`config.mk`:
```
export PLATFORM = sky130hd
export DESIGN_NAME = snake_ctrl
export DESIGN_NICKNAME = d
export VERILOG_FILES = /design/src/rtl/snake_pkg.sv /design/src/rtl/snake_tick_gen.sv /design/src/rtl/snake_ctrl.sv
export SDC_FILE = /design/constraint.sdc
export NUM_CORES = 1
export LEC_CHECK = 0
export ABC_AREA = 1
export CAP_MARGIN = 20
export CORE_AREA = 2 2 90 92
export CTS_CLUSTER_DIAMETER = 50
export DETAILED_ROUTE_END_ITERATION = 7
export DIE_AREA = 0 0 92 94
export PLACE_DENSITY = 0.93
export SLEW_MARGIN = 20
export SYNTH_ARGS = -nofsm -noshare
export SYNTH_HDL_FRONTEND = slang
export SYNTH_HIERARCHICAL = 1
export SYNTH_SLANG_ARGS = --single-unit
```
`constraint.sdc`:
```
create_clock -name clk -period 7.9 [get_ports clk]
set_clock_uncertainty 0.05 [all_clocks]
set_input_delay 1.975 -clock clk [delete_from_list [all_inputs] [get_ports clk]]
set_output_delay 1.975 -clock clk [all_outputs]
set_load 0.01 [all_outputs]
```
`src/rtl/snake_pkg.sv`:
```
// Shared types and constants for the snake game controller: FSM states,
// direction codes, coordinate width and the default step size.
package snake_pkg;

    localparam int unsigned COORD_W = 5;
    localparam int unsigned NUM_SEG = 4;
    localparam logic [COORD_W-1:0] STEP_DEF = 5'd20;

    typedef logic [COORD_W-1:0] coord_t;

    typedef enum logic [2:0] {
        ST_IDLE,
        ST_RUN,
        ST_CHECK,
        ST_MOVE,
        ST_GROW,
        ST_DIE,
        ST_DEAD
    } state_t;

    typedef enum logic [1:0] {
        DIR_RIGHT = 2'd0,
        DIR_DOWN  = 2'd1,
        DIR_LEFT  = 2'd2,
        DIR_UP    = 2'd3
    } dir_t;

    function automatic logic [7:0] sat_inc8(input logic [7:0] v);
        return (v == 8'hFF) ? v : v + 8'd1;
    endfunction

endpackage

```
`src/rtl/snake_tick_gen.sv`:
```
// Game-step prescaler: counts while enabled and pulses o_tick on the last
// count of each DIV-cycle period, then restarts from zero.
module snake_tick_gen #(
    parameter int unsigned DIV = 25_000_000
) (
    input  logic clk,
    input  logic rst,
    input  logic i_en,
    input  logic i_clear,
    output logic o_tick
);

    localparam int unsigned CW = $clog2(DIV);

    logic [CW-1:0] r_cnt;
    logic          w_last;

    assign w_last = (r_cnt == CW'(DIV - 1));
    assign o_tick = i_en && w_last;

    always_ff @(posedge clk or posedge rst) begin
        if (rst) begin
            r_cnt <= '0;
        end else if (i_clear || o_tick) begin
            r_cnt <= '0;
        end else if (i_en) begin
            r_cnt <= r_cnt + 1'b1;
        end
    end

endmodule

```
`src/rtl/snake_ctrl.sv`:
```
// Snake game sequencer: paces moves, latches direction, detects wall/self/food
// hits and strobes the position datapath. Define SNAKE_CTRL_WRAP_EN for wrap-around.
module snake_ctrl
    import snake_pkg::*;
#(
    parameter int unsigned        TICK_DIV = 25_000_000,
    parameter logic [COORD_W-1:0] STEP     = STEP_DEF,
    parameter int unsigned        MAX_SEG  = 4
) (
    input  logic       clk,
    input  logic       rst,
    input  logic       start,
    input  logic [3:0] btn_dir,
    input  logic [4:0] head_x,
    input  logic [4:0] head_y,
    input  logic [4:0] snake_x1,
    input  logic [4:0] snake_y1,
    input  logic [4:0] snake_x2,
    input  logic [4:0] snake_y2,
    input  logic [4:0] snake_x3,
    input  logic [4:0] snake_y3,
    input  logic [4:0] snake_x4,
    input  logic [4:0] snake_y4,
    input  logic [4:0] food_x,
    input  logic [4:0] food_y,
    output logic       enable,
    output logic       grow,
    output logic       die,
    output logic [1:0] dir,
    output logic       food_eaten,
    output logic [7:0] score
);

`ifdef SNAKE_CTRL_WRAP_EN
    localparam logic WALL_EN = 1'b0;
`else
    localparam logic WALL_EN = 1'b1;
`endif

    localparam logic [2:0] SEG_MAX = 3'(MAX_SEG);

    state_t     r_state;
    dir_t       r_dir;
    dir_t       r_pend_dir;
    logic       r_enable;
    logic       r_grow;
    logic       r_die;
    logic       r_food_eaten;
    logic [7:0] r_score;
    logic [2:0] r_seg_cnt;

    logic         w_tick;
    logic         w_btn_vld;
    dir_t         w_btn_dir;
    dir_t         w_ref_dir;
    logic         w_btn_rev;
    logic [COORD_W:0] w_sum_x;
    logic [COORD_W:0] w_sum_y;
    coord_t       w_next_x;
    coord_t       w_next_y;
    logic         w_wall;
    logic         w_self;
    logic         w_food;
    coord_t       w_seg_x [NUM_SEG];
    coord_t       w_seg_y [NUM_SEG];

    snake_tick_gen #(
        .DIV(TICK_DIV)
    ) u_tick (
        .clk    (clk),
        .rst    (rst),
        .i_en   (r_state == ST_RUN),
        .i_clear(r_state != ST_RUN),
        .o_tick (w_tick)
    );

    // Reversal is judged against the direction that will be in effect next,
    // so a press during CHECK compares with the direction being committed.
    always_comb begin
        w_btn_vld = |btn_dir;
        w_btn_dir = DIR_RIGHT;
        if (btn_dir[0])      w_btn_dir = DIR_RIGHT;
        else if (btn_dir[1]) w_btn_dir = DIR_DOWN;
        else if (btn_dir[2]) w_btn_dir = DIR_LEFT;
        else if (btn_dir[3]) w_btn_dir = DIR_UP;
        w_ref_dir = (r_state == ST_CHECK) ? r_pend_dir : r_dir;
        w_btn_rev = ((w_btn_dir ^ w_ref_dir) == 2'b10);
    end

    always_comb begin
        w_sum_x = {1'b0, head_x};
        w_sum_y = {1'b0, head_y};
        case (r_pend_dir)
            DIR_RIGHT: w_sum_x = {1'b0, head_x} + {1'b0, STEP};
            DIR_LEFT:  w_sum_x = {1'b0, head_x} - {1'b0, STEP};
            DIR_UP:    w_sum_y = {1'b0, head_y} + {1'b0, STEP};
            DIR_DOWN:  w_sum_y = {1'b0, head_y} - {1'b0, STEP};
            default:   w_sum_x = {1'b0, head_x};
        endcase
    end

    assign w_next_x = w_sum_x[COORD_W-1:0];
    assign w_next_y = w_sum_y[COORD_W-1:0];
    assign w_wall   = WALL_EN && (w_sum_x[COORD_W] || w_sum_y[COORD_W]);
    assign w_food   = (w_next_x == food_x) && (w_next_y == food_y);

    assign w_seg_x = '{snake_x1, snake_x2, snake_x3, snake_x4};
    assign w_seg_y = '{snake_y1, snake_y2, snake_y3, snake_y4};

    always_comb begin
        w_self = 1'b0;
        for (int unsigned n = 0; n < NUM_SEG; n++) begin
            if ((3'(n) < r_seg_cnt) && (w_seg_x[n] == w_next_x) && (w_seg_y[n] == w_next_y)) begin
                w_self = 1'b1;
            end
        end
    end

    always_ff @(posedge clk or posedge rst) begin
        if (rst) begin
            r_state      <= ST_IDLE;
            r_dir        <= DIR_RIGHT;
            r_pend_dir   <= DIR_RIGHT;
            r_enable     <= 1'b0;
            r_grow       <= 1'b0;
            r_die        <= 1'b0;
            r_food_eaten <= 1'b0;
            r_score      <= '0;
            r_seg_cnt    <= '0;
        end else begin
            r_enable     <= 1'b0;
            r_grow       <= 1'b0;
            r_food_eaten <= 1'b0;

            if ((r_state != ST_DEAD) && w_btn_vld && !w_btn_rev) begin
                r_pend_dir <= w_btn_dir;
            end

            case (r_state)
                ST_IDLE: begin
                    if (start) r_state <= ST_RUN;
                end
                ST_RUN: begin
                    if (w_tick) r_state <= ST_CHECK;
                end
                ST_CHECK: begin
                    r_dir    <= r_pend_dir;
                    r_enable <= 1'b1;
                    if (w_wall || w_self) begin
                        r_state <= ST_DIE;
                        r_die   <= 1'b1;
                    end else if (w_food) begin
                        r_state      <= ST_GROW;
                        r_grow       <= (r_seg_cnt < SEG_MAX);
                        r_food_eaten <= 1'b1;
                        r_score      <= sat_inc8(r_score);
                        if (r_seg_cnt < SEG_MAX) r_seg_cnt <= r_seg_cnt + 3'd1;
                    end else begin
                        r_state <= ST_MOVE;
                    end
                end
                ST_GROW: begin
                    r_state  <= ST_MOVE;
                    r_enable <= 1'b1;
                end
                ST_MOVE: r_state <= ST_RUN;
                ST_DIE:  r_state <= ST_DEAD;
                ST_DEAD: r_state <= ST_DEAD;
                default: r_state <= ST_IDLE;
            endcase
        end
    end

    assign enable     = r_enable;
    assign grow       = r_grow;
    assign die        = r_die;
    assign dir        = r_dir;
    assign food_eaten = r_food_eaten;
    assign score      = r_score;

endmodule
```
==> metrics.cfg, run 1 <==
[power_and_ir_drop]
power.share.clock=0.143
p_int_uw=515
leakagePower_nw=2.42
powerDensity_nw_per_um2=190
p_sw_uw=444
peakVddDrop_mv=0.158
p_sw_frac=0.463
p_comb_frac=0.550
pwr-share-seq=0.307

[synth]
ys_seq_area_frac=0.285
netlist_area_um2=4130
ys_ff_latch=47
syn_nets=721
yosysWarnings=6
ys_types=36
synthCells=645
avgSynthCellArea_um2=6.40

[sta]
maxSlewViolCount=0
max_clock_freq_ghz=0.234
timing.final.crit_share=0.540
fin_tns_setup_ps=0
relSlewSlack=0.354
finalSetupViolations=0
tightestPinTransition_ps=968
timing.final.crit_period_ps=4270
rsz0062_at_grt=no
worst_slack_ps=3630
hold_violations=0

[worst_setup_path]
slowest_delay_ps=610
critical_path_arrival_ps=4420
r2r_slack_ps=4900
required_ps=8050
critPathKind=primary input to register
critPathCaptureType=register
crit_top_cell=nand2_1
crit_path_max_fanout=15
critPathTopFamily=simple AND/OR/NAND/NOR gates
path_cells=clkdlybuf4s50_1 -> fa_1 -> nand2_1 -> nand2_2 -> nand2_1 -> nand2_1 -> inv_1 -> nand2_1 -> nor2_1 -> nand2_1 -> nor2_1 -> nor2_1 -> nand2_2 -> inv_4 -> nand3_4 -> nand2_1 -> o21ai_2
cp-start-kind=primary input
crit_slowest_cell=fa_1
cp.buffers_inverters=3

[global_routing]
grt_max_degree=26
antenna_found_initial=0
grt_first_pass_wirelength_um=17900
grt_use_total=0.254
grt-ovfl-total=0
grt_pass1_vias=4095

[routing]
vias=4135
wl_per_cell_um=12.7
ant_nets=0
vias_per_cell=5.02
dr.pass1.iters=5
drc=0
finalWirelength_um=10500
initialDrtViolationCount=218

[placed_design]
place_area_um2=4980
dp_slack_ps=3310
numPortBuffers=80
place_inst=818
dp_hpwl_um=8540
gp_congestion=0.928

[floorplanning]
core_um2=7610
initial_utilization=0.543
num_io_pins=81
die_h_um=94
rows=32
die_w_um=92
die_area_um2=8650

[final_layout]
layout_common_cells=nand2_1 (209), nor2_1 (113), inv_1 (93), clkdlybuf4s50_1 (80), dfrtp_1 (47)
final_common_cell=nand2_1
diodes=0
fin_util=0.664
drive_above_1_share=0.0845
area_growth_pct=22.4
final_area_um2=5050
finalNetCount=799
fill_cells=677
finalNonFillerCells=824

[hold_path]
hp-class=register to register

[clock_network]
htreeDepth=2
hold_buffers=0
cts_sinks=47
worst_skew_pair.late_latency_ps=300
clkTransAtPathRegs_ps=80
post_cts_buffers=0
clock_path_buffers=2
cts.repair.resized=0
numCtsBuffers=5
clockRootBuffer=clkbuf_8
cts_tree=yes

[run_status]
outcome=finished clean

[flow_run]
drv_cap=0

per-layer routing:
layer | vias up | GRT usage | wire length [µm] | part of all wire
met2 | 104 | 0.472 | 5410 | 0.52
met3 | 21 | 0.0345 | 412 | 0.039
met4 | 0 | 0.0709 | 191 | 0.018
met1 | 1890 | 0.307 | 4480 | 0.43
met5 | - | 0 | 0 | 0
li1 | 2120 | - | - | -
power by group through the flow:
| stage | sequential, mW | clock (mW) | combinational, mW |
|---|---|---|---|
| floorplan | 0.291 | 0 | 0.411 |
| global placement | 0.297 | 0 | 0.501 |
| detailed placement | 0.298 | 0 | 0.524 |
| CTS | 0.294 | 0.140 | 0.526 |
| global route | 0.298 | 0.149 | 0.593 |
| finish | 0.294 | 0.137 | 0.528 |
metrics by stage:
step	total power [mW]	hold WS, ps
2_1_floorplan	0.702	404
3_3_place_gp	0.798	437
3_5_place_dp	0.822	435
4_1_cts	0.960	454
5_1_grt	1.04	499
6_report	0.959	462
cells in the mapped netlist:
library cell / count / area (µm²)
a21oi_1: 12 / 60.1
buf_2: 4 / 20.0
buf_6: 6 / 67.6
dfrtp_1: 47 / 1180
fa_1: 2 / 40.0
ha_1: 7 / 87.6
inv_1: 93 / 349
inv_2: 3 / 11.3
inv_4: 1 / 6.26
nand2_1: 209 / 785
nand2_2: 11 / 68.8
nand2_4: 5 / 56.3
nand3_1: 26 / 130
nand3_2: 3 / 30.0
nand3_4: 1 / 17.5
nand3b_1: 7 / 52.6
nand3b_4: 1 / 20.0
nand4_1: 17 / 106
nor2_1: 113 / 424
nor2_2: 10 / 62.6
nor2_4: 5 / 56.3
nor3_1: 3 / 15.0
nor3_4: 1 / 16.3
o211ai_1: 1 / 7.51
o21ai_0: 9 / 45.0
o21ai_1: 1 / 5.00
o21ai_2: 7 / 61.3
o21bai_1: 3 / 22.5
o21bai_4: 1 / 18.8
or2_0: 1 / 6.26
or2_1: 1 / 6.26
or2_2: 3 / 18.8
or2_4: 1 / 8.76
xnor2_1: 14 / 123
xor2_1: 15 / 131
xor2_2: 1 / 16.3
worst paths after layout:
check                                               start                           end  depth (start not counted)
max in group asynchronous                             rst  u_tick/r_cnt[17]$_DFFE_PP0P_                          2
min in group asynchronous                             rst          food_eaten$_DFF_PP0_                          2
worst max register to register  r_pend_dir[0]$_DFFE_PP0P_          score[4]$_DFFE_PP0P_                         19
worst max-delay path                            head_x[2]          score[4]$_DFFE_PP0P_                         17
worst min register to register   r_seg_cnt[2]$_DFFE_PP0P_                grow$_DFF_PP0_                          1
worst min-delay path             r_seg_cnt[2]$_DFFE_PP0P_                grow$_DFF_PP0_                          1
cells by family after synthesis:
| family | Yosys count | share of synthesized area |
|---|---|---|
| adders and majority gates | 9 | 0.0309 |
| DFF | 47 | 0.285 |
| AOI/OAI and AO/OA | 34 | 0.0533 |
| and+or+nand+nor | 418 | 0.455 |
| xor gates and xnor gates | 30 | 0.0655 |
| buffers and inverters | 107 | 0.110 |
final cells by class:
type / count / area (µm²) / area share
timing repair buffer: 81 / 808 / 0.160
multi-input combinational: 491 / 2500 / 0.494
clock inverter: 1 / 7.51 / 0.00149
clock buffer: 5 / 68.8 / 0.0136
sequential: 47 / 1180 / 0.233
inverter: 97 / 367 / 0.0725
tap: 102 / 128 / 0.0253
sequential cells by signal, indices dropped and copies added (netlist names):
| signal | cells |
|---|---|
| dir | 2 |
| enable | 1 |
| r_state | 3 |
| food_eaten | 1 |
| r_pend_dir | 2 |
| grow | 1 |
| u_tick/r_cnt | 25 |
| score | 8 |
| r_seg_cnt | 3 |
| die | 1 |
No activity file was read; power rests on OpenSTA's default activity.
==> run 2, diff against run 1 <==
--- a/config.mk
+++ b/config.mk
@@ -7,11 +7,11 @@
 export LEC_CHECK = 0
 export ABC_AREA = 1
 export CAP_MARGIN = 20
-export CORE_AREA = 2 2 90 92
+export CORE_AREA = 2 2 96 98
 export CTS_CLUSTER_DIAMETER = 50
 export DETAILED_ROUTE_END_ITERATION = 7
-export DIE_AREA = 0 0 92 94
-export PLACE_DENSITY = 0.93
+export DIE_AREA = 0 0 98 100
+export PLACE_DENSITY = 0.87
 export SLEW_MARGIN = 20
 export SYNTH_ARGS = -nofsm -noshare
 export SYNTH_HDL_FRONTEND = slang
==> constraint.sdc (replaced) <==
create_clock -name clk -period 3.65 [get_ports clk]
set_clock_uncertainty 0.05 [all_clocks]
set_input_delay 0.9125 -clock clk [delete_from_list [all_inputs] [get_ports clk]]
set_output_delay 0.9125 -clock clk [all_outputs]
set_load 0.01 [all_outputs]
==> metrics.cfg, run 2 (same netlist as run 1, synthesis figures left out) <==
[power_and_ir_drop]
leakagePower_nw=2.43
powerDensity_nw_per_um2=417
peakVddDrop_mv=0.348

[global_routing]
antenna_found_initial=0
grt_pass1_vias=3754
grt_use_total=0.205
grt_max_degree=26
grt-ovfl-total=0
grt_first_pass_wirelength_um=16700

[worst_setup_path]
cp-start-kind=primary input
cp-startpoint=head_y[2]
critPathCaptureType=register
required_ps=3790
worstReg2RegStart=r_pend_dir[0]$_DFFE_PP0P_
crit_path_max_fanout=15
critical_path_arrival_ps=3250
critPathKind=primary input to register

[final_layout]
area_growth_pct=23.6
drive_above_1_share=0.0870
finalNetCount=800
diodes=0
regMostFlops=u_tick/r_cnt
largest_register_ff_count=25
final_common_cell=nand2_1
layout_common_cells=nand2_1 (209), nor2_1 (113), inv_1 (92), clkdlybuf4s50_1 (80), dfrtp_1 (47)
fin_util=0.574

[floorplanning]
core_um2=8890
rows=35
initial_utilization=0.464
num_io_pins=81
die_area_um2=9800
die_w_um=98
die_h_um=100

[clock_network]
worst_skew_pair.late_latency_ps=300
cts_tree=yes
cts_sinks=47
hold_buffers=0
htreeDepth=2
clockRootBuffer=clkbuf_8
cts.repair.resized=0
clock_path_buffers=2
post_cts_buffers=0
numCtsBuffers=5
clkTransAtPathRegs_ps=80

[routing]
vias=3998
initialDrtViolationCount=174
ant_nets=0
wl_per_cell_um=11.6
drc=0
dr.pass1.iters=5
finalWirelength_um=9660
vias_per_cell=4.79

[sta]
tightestPinTransition_ps=899
maxSlewViolCount=0
max_clock_freq_ghz=0.321
fin_tns_setup_ps=0
finalSetupViolations=0
relSlewSlack=0.397
timing.final.crit_share=0.853
timing.final.crit_period_ps=3120
rsz0062_at_grt=no
hold_violations=0

[placed_design]
numPortBuffers=80
dp_hpwl_um=7780
gp_congestion=0.937

[hold_path]
hp-start=r_seg_cnt[0]$_DFFE_PP0P_
hp-class=register to register

[run_status]
outcome=finished clean

[flow_run]
drv_cap=0

==> run 2: cell types whose count changed in the layout (fill, tap and decap cells not counted) <==
cell	delta
bufinv_16	+1
buf_4	+1
inv_1	-1
clkinv_1	+1
==> run 2: routing by layer <==
| metal | wire length (µm) | vias up | track usage |
|---|---|---|---|
| met5 | 0 | - | 0 |
| met4 | 169 | 0 | 0.0491 |
| met3 | 398 | 16 | 0.0327 |
| met2 | 4890 | 100 | 0.377 |
| met1 | 4200 | 1762 | 0.253 |
| li1 | - | 2120 | - |
==> run 2: stage by stage <==
step / std cells / hold WS [ps] / power [mW] / area, µm² / worst slack (ps)
detailed placement: 828 / 430 / 1.76 / 5000 / 221
global placement: 828 / 433 / 1.74 / 5000 / 299
global route: 835 / 501 / 2.33 / 5100 / 280
finish: 835 / 466 / 2.13 / 5100 / 535
floorplan: 645 / 404 / 1.52 / 4130 / 919
CTS: 835 / 459 / 2.15 / 5100 / 543
==> run 2: worst paths after layout <==
kind	cells past startpoint	slack, ps	to
setup reg to reg	19	690	score[5]$_DFFE_PP0P_
min in group asynchronous	2	970	u_tick/r_cnt[12]$_DFFE_PP0P_
hold reg to reg	2	470	r_seg_cnt[0]$_DFFE_PP0P_
max in group asynchronous	2	2000	score[3]$_DFFE_PP0P_
setup / recovery	16	530	score[5]$_DFFE_PP0P_
hold / removal	2	470	r_seg_cnt[0]$_DFFE_PP0P_
==> run 2: final cells by class <==
class	instances	area [µm²]
Fill cell	852	3790
Multi-Input combinational cell	491	2500
Sequential cell	47	1180
Tap cell	111	139
Clock inverter	2	37.5
Clock buffer	5	68.8
Inverter	97	367
Timing Repair Buffer	82	816
==> run 2: critical path: stages <==
cell	delay [ps]
clkdlybuf4s50_1	500
fa_1	470
nand2_1	80
nand2_1	50
nand2_1	130
nand2_2	120
nand2_1	80
nand2_1	60
nand3_1	80
nor2_1	40
nor2_1	160
nand2_2	100
inv_4	90
nand3_4	180
nand2_1	140
o21ai_2	50
==> run 2: power breakdown <==
group          internal [mW]  total (mW)  switching (mW)
clock network          0.200       0.375           0.175
logic                  0.415        1.12           0.705
registers              0.571       0.635          0.0637
